File: config.mk
export PLATFORM = sky130hd
export DESIGN_NAME = food_spawner
export DESIGN_NICKNAME = d
export VERILOG_FILES = /design/src/rtl/food_spawner.sv
export SDC_FILE = /design/constraint.sdc
export NUM_CORES = 1
export LEC_CHECK = 0
export CORE_MARGIN = 3
export CORE_UTILIZATION = 53
export DETAILED_ROUTE_END_ITERATION = 12
export GPL_ROUTABILITY_DRIVEN = 0
export PLACE_DENSITY_LB_ADDON = 0.1
export SLEW_MARGIN = 25
export SYNTH_ARGS = -nofsm -noshare
export SYNTH_HDL_FRONTEND = slang
export SYNTH_SLANG_ARGS = --single-unit
File: constraint.sdc
create_clock -name clk -period 2.05 [get_ports clk]
set_input_delay 0.3075 -clock clk [delete_from_list [all_inputs] [get_ports clk]]
set_output_delay 0.3075 -clock clk [all_outputs]
set_load 0.02 [all_outputs]
File: src/rtl/food_spawner.sv
// rtl/food_spawner.sv - picks a free food cell from RNG draws, falling back to a raster scan
module food_spawner #(
    parameter int GRID_MIN  = 1,
    parameter int GRID_MAX  = 14,
    parameter int MAX_TRIES = 8,
    parameter int RESET_X   = 7,
    parameter int RESET_Y   = 7
) (
    input  logic       clk,
    input  logic       rst,
    input  logic       spawn_req,
    input  logic [3:0] rnd_x,
    input  logic [3:0] rnd_y,
    output logic [3:0] query_x,
    output logic [3:0] query_y,
    input  logic       occupied,
    output logic [3:0] food_x,
    output logic [3:0] food_y,
    output logic       food_valid,
    output logic       busy,
    output logic       spawn_done,
    output logic       grid_full
);

    localparam logic [3:0] G_MIN       = 4'(GRID_MIN);
    localparam logic [3:0] G_MAX       = 4'(GRID_MAX);
    localparam logic [3:0] TRIES_LIMIT = 4'(MAX_TRIES);
    localparam logic [3:0] RST_X       = 4'(RESET_X);
    localparam logic [3:0] RST_Y       = 4'(RESET_Y);
    localparam int         GRID_SPAN   = GRID_MAX - GRID_MIN + 1;
    localparam logic [7:0] GRID_CELLS  = 8'(GRID_SPAN * GRID_SPAN);

    typedef enum logic [2:0] {
        IDLE   = 3'd0,
        SAMPLE = 3'd1,
        CHECK  = 3'd2,
        SCAN   = 3'd3,
        DONE   = 3'd4
    } state_t;

    state_t     state, state_n;
    logic [3:0] cand_x, cand_x_n;
    logic [3:0] cand_y, cand_y_n;
    logic [3:0] food_x_r, food_x_n;
    logic [3:0] food_y_r, food_y_n;
    logic       food_valid_r, food_valid_n;
    logic       spawn_done_r, spawn_done_n;
    logic       grid_full_r, grid_full_n;
    logic [3:0] tries, tries_n;
    logic [7:0] scanned, scanned_n;
    logic       scanning, scanning_n;

    // Out-of-grid RNG values are pulled onto the first legal coordinate.
    function automatic logic [3:0] clamp_coord(input logic [3:0] v);
        if ((v < G_MIN) || (v > G_MAX)) begin
            return G_MIN;
        end
        return v;
    endfunction

    // State register.
    always_ff @(posedge clk or posedge rst) begin
        if (rst) begin
            state <= IDLE;
        end else begin
            state <= state_n;
        end
    end

    // Datapath registers: candidate, committed food, counters and pulses.
    always_ff @(posedge clk or posedge rst) begin
        if (rst) begin
            cand_x       <= RST_X;
            cand_y       <= RST_Y;
            food_x_r     <= RST_X;
            food_y_r     <= RST_Y;
            food_valid_r <= 1'b1;
            spawn_done_r <= 1'b0;
            grid_full_r  <= 1'b0;
            tries        <= 4'd0;
            scanned      <= 8'd0;
            scanning     <= 1'b0;
        end else begin
            cand_x       <= cand_x_n;
            cand_y       <= cand_y_n;
            food_x_r     <= food_x_n;
            food_y_r     <= food_y_n;
            food_valid_r <= food_valid_n;
            spawn_done_r <= spawn_done_n;
            grid_full_r  <= grid_full_n;
            tries        <= tries_n;
            scanned      <= scanned_n;
            scanning     <= scanning_n;
        end
    end

    // Next-state and next-datapath logic; pulses default low so they last one cycle.
    always_comb begin
        state_n      = state;
        cand_x_n     = cand_x;
        cand_y_n     = cand_y;
        food_x_n     = food_x_r;
        food_y_n     = food_y_r;
        food_valid_n = food_valid_r;
        spawn_done_n = 1'b0;
        grid_full_n  = 1'b0;
        tries_n      = tries;
        scanned_n    = scanned;
        scanning_n   = scanning;

        case (state)
            IDLE: begin
                if (spawn_req) begin
                    food_valid_n = 1'b0;
                    tries_n      = 4'd0;
                    scanning_n   = 1'b0;
                    scanned_n    = 8'd0;
                    state_n      = SAMPLE;
                end
            end

            SAMPLE: begin
                cand_x_n = clamp_coord(rnd_x);
                cand_y_n = clamp_coord(rnd_y);
                state_n  = CHECK;
            end

            CHECK: begin
                if (!occupied) begin
                    state_n = DONE;
                end else if (!scanning) begin
                    tries_n = tries + 4'd1;
                    if (tries_n == TRIES_LIMIT) begin
                        scanning_n = 1'b1;
                        state_n    = SCAN;
                    end else begin
                        state_n = SAMPLE;
                    end
                end else begin
                    scanned_n = scanned + 8'd1;
                    if (scanned_n == GRID_CELLS) begin
                        // Every cell has been visited once by the scan: no room left.
                        grid_full_n = 1'b1;
                        state_n     = IDLE;
                    end else begin
                        state_n = SCAN;
                    end
                end
            end

            SCAN: begin
                if (cand_x == G_MAX) begin
                    cand_x_n = G_MIN;
                    cand_y_n = (cand_y == G_MAX) ? G_MIN : cand_y + 4'd1;
                end else begin
                    cand_x_n = cand_x + 4'd1;
                end
                state_n = CHECK;
            end

            DONE: begin
                food_x_n     = cand_x;
                food_y_n     = cand_y;
                food_valid_n = 1'b1;
                spawn_done_n = 1'b1;
                state_n      = IDLE;
            end

            default: begin
                state_n = IDLE;
            end
        endcase
    end

    assign query_x    = cand_x;
    assign query_y    = cand_y;
    assign food_x     = food_x_r;
    assign food_y     = food_y_r;
    assign food_valid = food_valid_r;
    assign spawn_done = spawn_done_r;
    assign grid_full  = grid_full_r;
    assign busy       = (state != IDLE);

endmodule
* Word-level counts from Yosys, hierarchy flattened
Cells that the tools add are included.
Widths: inputs -> output; s select.
** Storage, ports and cells
- Register bits :: 35
- Logic and storage cells :: 83
- Output and inout bits :: 20
** Operators by class
- Reductions and logical operators :: 13
- Mux-type cells :: 38
- Add/sub/neg operators :: 4
- Order comparisons :: 4
- Eq/ne operators :: 13
** Operator list (count)
- $mux 4 :: 10
- $mux 8 :: 3
- $pmux 4 s2 :: 3
- $pmux 8 s2 :: 1
- $mux 1 :: 13
- $add 4x1->4 const B :: 3
- $eq 4x4->1 const B :: 3
- $ne 2x2->1 const B :: 5
- $mux 3 :: 3
- $pmux 3 s3 :: 1
- $add 8x1->8 const B :: 1
- $eq 8x8->1 const B :: 1
- $gt 4x4->1 const B :: 2
- $lt 4x1->1 const B :: 2
- $reduce_and 4->1 :: 2
- $eq 3x2->1 const B :: 2
- $reduce_bool 2->1 :: 3
- $mux 2 :: 2
- $pmux 1 s2 :: 2
- $reduce_and 2->1 :: 2
- $eq 3x1->1 const B :: 1
- $eq 3x3->1 const B :: 1
- $logic_not 3->1 :: 1
- $reduce_and 3->1 :: 1
- other kinds (3) :: 4

* Logic depth before layout (Yosys ltp)
- Word-level depth :: 6
- Depth in mapped cells :: 5
- Mapped depth without buffers :: 5

* Worst setup path after synthesis
Ideal clock, no wire load.
- Path type :: flip-flop to flip-flop
- From :: register scanned[0]
- To :: register state[1]
- Period minus slack after synthesis :: 1.503 ns
- Path buffers :: 0
- Arrival time :: 1.403 ns
- Cell stages (with the launch flop) :: 6
- Path slack :: 0.547 ns
- Setup time :: 0.099 ns
- Path through :: dfrtp_1 ha_1 and3b_1 a31oi_1 o2111ai_1 a311oi_1
** Between the ends
- Longest elaborated chain between the ends :: 6
** Ends and longest elaborated chain
- from (decl) :: line 50 : logic [7:0] scanned, scanned_n;
- from (signal assigned) :: line 92 : scanned <= scanned_n;
- $add 8x1->8 :: line 140 : scanned_n = scanned + 8'd1;
- $eq 8x8->1 :: line 141 : if (scanned_n == GRID_CELLS) begin
- $mux 2 :: line 141
- $mux 3 :: line 131 : end else if (!scanning) begin
- $mux 3 :: line 129 : if (!occupied) begin
- $pmux 3 s3 :: line 111 : case (state)
- to (signal assigned) :: line 66 : state <= state_n;
- to (decl) :: line 41 : state_t state, state_n;
No other way between the ends.
A chain may end at the register's enable or synchronous reset.

* Worst setup path in the final report
- From :: register scanned[0]
- To :: register grid_full_r, in the netlist grid_full
** Between the ends
- Longest elaborated chain between the ends :: 6
** Ends and longest elaborated chain
- $add 8x1->8 :: line 140
- $eq 8x8->1 :: line 141
- $mux 1 :: line 141
- $mux 1 :: line 131
- $mux 1 :: line 129
- $mux 1 :: line 111
- named net grid_full_n :: line 48 : logic grid_full_r, grid_full_n;
- to (signal assigned) :: line 90 : grid_full_r <= grid_full_n;
- to (decl) :: line 48
The timed path passes the listed nets, and every way through them passes these cells.

==> flow_metrics.py <==
metrics = {
    "run_status": {
        "status": "finished clean",
    },
    "global_routing": {
        "antenna_found_initial": 0,
        "grt_start_max_net_pins": 36,
        "grt_pass1_wl_mm": 7.18,
        "overflow": 0,
        "grt_pass1_vias": 1592,
        "grtUsageTotal_pct": 21.4,
    },
    "worst_setup_path": {
        "ff2ff_path_depth": 5,
        "cp_num_cells": 5,
        "path_max_fanout": 8,
        "critPathMaxStageDelay_ns": 0.48,
        "critPathBufInv": 0,
        "arrival_ns": 2.12,
        "crit_family": "simple AND/OR/NAND/NOR gates",
        "required_ns": 2.23,
        "crit_chain": "ha_1 > nor3b_1 > a31oi_1 > o21ai_0 > nor4b_1",
        "crit_start": "scanned[0]$_DFFE_PP0P_",
        "crit-reg2reg-capture": "grid_full$_DFF_PP0_",
        "rrSetupSlack_ns": 0.11,
        "worstSetupPathType": "flop to flop",
        "timing.rr.start": "scanned[0]$_DFFE_PP0P_",
        "crit_path_end_kind": "flop",
        "start_kind": "flop",
        "crit_slowest_cell": "dfrtp_1",
        "endpoint": "grid_full$_DFF_PP0_",
    },
    "sta": {
        "fin_crit_sh_pct": 94.7,
        "rsz0062_at_grt": "false",
        "tightest_slew_ns": 0.482,
        "relSlewSlack_pct": 67.4,
        "setup_viol": 0,
        "fmax_ghz": 0.515,
        "finalMaxSlewViolations": 0,
        "fin_setup_tns_ns": 0,
        "period_minus_slack_ns": 1.94,
        "skew_ns": 0.00521,
        "hold_viol": 0,
    },
    "clocking": {
        "h-tree-depth": 2,
        "post_cts_buffers": 0,
        "path_clk_slew_ns": 0.11,
        "cts_root_buf": "clkbuf_4",
        "cts_tree": "done",
        "cts.sinks": 35,
        "cts_buffers": 5,
        "clk-insertion-delay-late_ns": 0.33,
        "cts_hold_buf": 0,
        "cts_resized": 0,
        "cts_buffer_depth": 2,
    },
    "routing": {
        "vias_per_cell": 6.14,
        "ant_nets": 0,
        "wl_mm": 4.23,
        "drc_errors": 0,
        "drt_first_pass_iters": 4,
        "vias": 1737,
        "drtIter0Drc": 154,
        "wl_per_cell_um": 14.9,
    },
    "yosys": {
        "ys_seq_area_share_pct": 46.2,
        "ys.flop_type": "dfrtp_1",
        "synth-seq-cells": 35,
        "syn_area_um2": 1930,
        "syn_inst": 200,
        "synth.distinct_cells": 51,
        "syn_nets": 215,
        "async_flop_share_pct": 100,
        "avgSynthCellArea_um2": 9.66,
        "synth_edf_count": 0,
        "yosys_warnings": 0,
    },
    "floorplanning": {
        "die_height_um": 66.4,
        "die_x_um": 66.4,
        "rows": 21,
        "core_um2": 3420,
        "floorplan.initialDensity_pct": 56.6,
        "num_io_pins": 32,
        "dieArea_um2": 4410,
    },
    "final_layout": {
        "drive_above_1_share_pct": 18.1,
        "fin_util_pct": 69.8,
        "n_antenna_cell": 0,
        "area_growth_pct": 23.4,
        "fill_cells": 263,
        "nets": 251,
    },
    "placed_design": {
        "hpwlAfterDp_mm": 3.13,
        "io_buffers": 31,
    },
    "pwr": {
        "leakage_nw": 0.975,
        "vdd_drop_max_uv": 747,
        "p_per_area_nw_per_um2": 1300,
    },
    "hold_path": {
        "hold_class": "input port to async pin",
    },
    "run": {
        "cap_violations": 0,
    },
}
[synth_stat cells, types with 2 or more instances]
cell type,n,area share (%)
dfstp_2,13,18
nand2_1,14,2.7
ha_1,3,1.9
and4_1,2,0.91
or2_2,2,0.65
a211oi_1,2,0.78
a22o_1,4,1.8
a31oi_1,5,1.6
nand4_1,3,0.97
nand4b_1,2,0.91
nor3_1,4,1.0
xor2_1,2,0.91
o211ai_1,3,1.2
nor2_1,8,1.6
o31ai_1,3,1.2
nor2b_1,4,1.3
nand3b_1,3,1.2
and3b_1,2,0.91
inv_1,6,1.2
nand3_1,18,4.7
nand2b_1,2,0.65
a21oi_1,10,2.6
dfrtp_1,22,28
a21o_1,3,1.2
o21ai_0,21,5.4
and3_1,2,0.65
buf_2,3,0.78
or3_1,3,0.97
mux2_2,9,5.2
[area by class of cell]
| cell class | instances | area, µm² | area share [%] |
|---|---|---|---|
| Tap cell | 46 | 57.6 | 2.41 |
| Inverter | 7 | 26.3 | 1.10 |
| Multi-Input combinational cell | 152 | 982 | 41.2 |
| Clock buffer | 6 | 51.3 | 2.15 |
| Clock inverter | 2 | 35.0 | 1.47 |
| Sequential cell | 35 | 892 | 37.4 |
| Timing Repair Buffer | 35 | 340 | 14.3 |
[metal layers]
metal / part of all wire, % / track usage (%)
met1: 42 / 25.5
met2: 50 / 36.3
met3: 5.3 / 5.44
met4: 2.3 / 8.88
met5: 0 / 0
[cells by family after synthesis]
family          count (synthesis)  synth area share, %
compound gates                 63                 21.2
xor+xnor                        3                 1.36
fa+ha+maj                       3                 1.94
buf+inv                        13                 2.98
flops                          35                 46.2
mux                             9                 5.25
simple gates                   74                 21.1
[power breakdown]
| part | total, mW | leakage [nW] | internal [mW] | switching [mW] |
|---|---|---|---|---|
| combinational | 1.38 | 0.489 | 0.662 | 0.715 |
| clock | 0.519 | 0.0482 | 0.288 | 0.231 |
| sequential | 1.21 | 0.437 | 0.973 | 0.236 |
[tightest hold or removal path: cells and delay by family]
family   cells  cell delay, ns
buf+inv      3            0.82
[metrics by stage]
| step | cells | total power, mW | setup slack [ns] | instance area (µm²) | hold slack [ns] |
|---|---|---|---|---|---|
| 2_1_floorplan | 200 | 2.03 | 0.547 | 1930 | 0.374 |
| 3_3_place_gp | 275 | 2.55 | 0.305 | 2300 | 0.473 |
| 3_5_place_dp | 275 | 2.60 | 0.171 | 2300 | 0.502 |
| 4_1_cts | 283 | 3.13 | 0.130 | 2380 | 0.362 |
| 5_1_grt | 283 | 3.31 | 0.0597 | 2380 | 0.399 |
| 6_report | 283 | 3.10 | 0.109 | 2380 | 0.357 |
[flip-flops by register name, summed over array words and instances (netlist names)]
| signal | flops |
|---|---|
| state | 3 |
| food_valid | 1 |
| grid_full | 1 |
| scanned | 8 |
| query_y | 4 |
| query_x | 4 |
| food_x | 4 |
| food_y | 4 |
| spawn_done | 1 |
| tries | 4 |
| scanning | 1 |
[layout by cell type (no fill, tap or decap), types with 2 or more instances in the layout]
cell type / n
inv_1: 6
dfrtp_1: 22
nor2b_1: 4
a211oi_1: 2
clkdlybuf4s50_1: 31
o211ai_1: 3
dfstp_2: 13
a21oi_1: 10
or3_1: 3
and3b_1: 2
mux2_2: 9
buf_4: 4
nand2_1: 14
nand4_1: 3
or2_2: 2
and3_1: 2
nand2b_1: 2
o21ai_0: 21
nor3_1: 4
nand3b_1: 3
and4_1: 2
a22o_1: 4
nor2_1: 8
xor2_1: 2
a21o_1: 3
a31oi_1: 5
ha_1: 3
clkbuf_4: 5
o31ai_1: 3
nand4b_1: 2
nand3_1: 18
[worst min-delay path by stage]
stage,slack (ns),startpoint,endpoint
6_report,0.36,rst,grid_full$_DFF_PP0_
5_1_grt,0.40,rst,query_y[3]$_DFFE_PP0P_
4_1_cts,0.36,rst,spawn_done$_DFF_PP0_
3_5_place_dp,0.50,tries[2]$_DFFE_PP0P_,tries[2]$_DFFE_PP0P_
3_3_place_gp,0.47,tries[3]$_DFFE_PP0P_,tries[3]$_DFFE_PP0P_
2_1_floorplan,0.37,occupied,state[2]$_DFFE_PP0N_
Note: power is estimated with default switching activity, not from simulation.
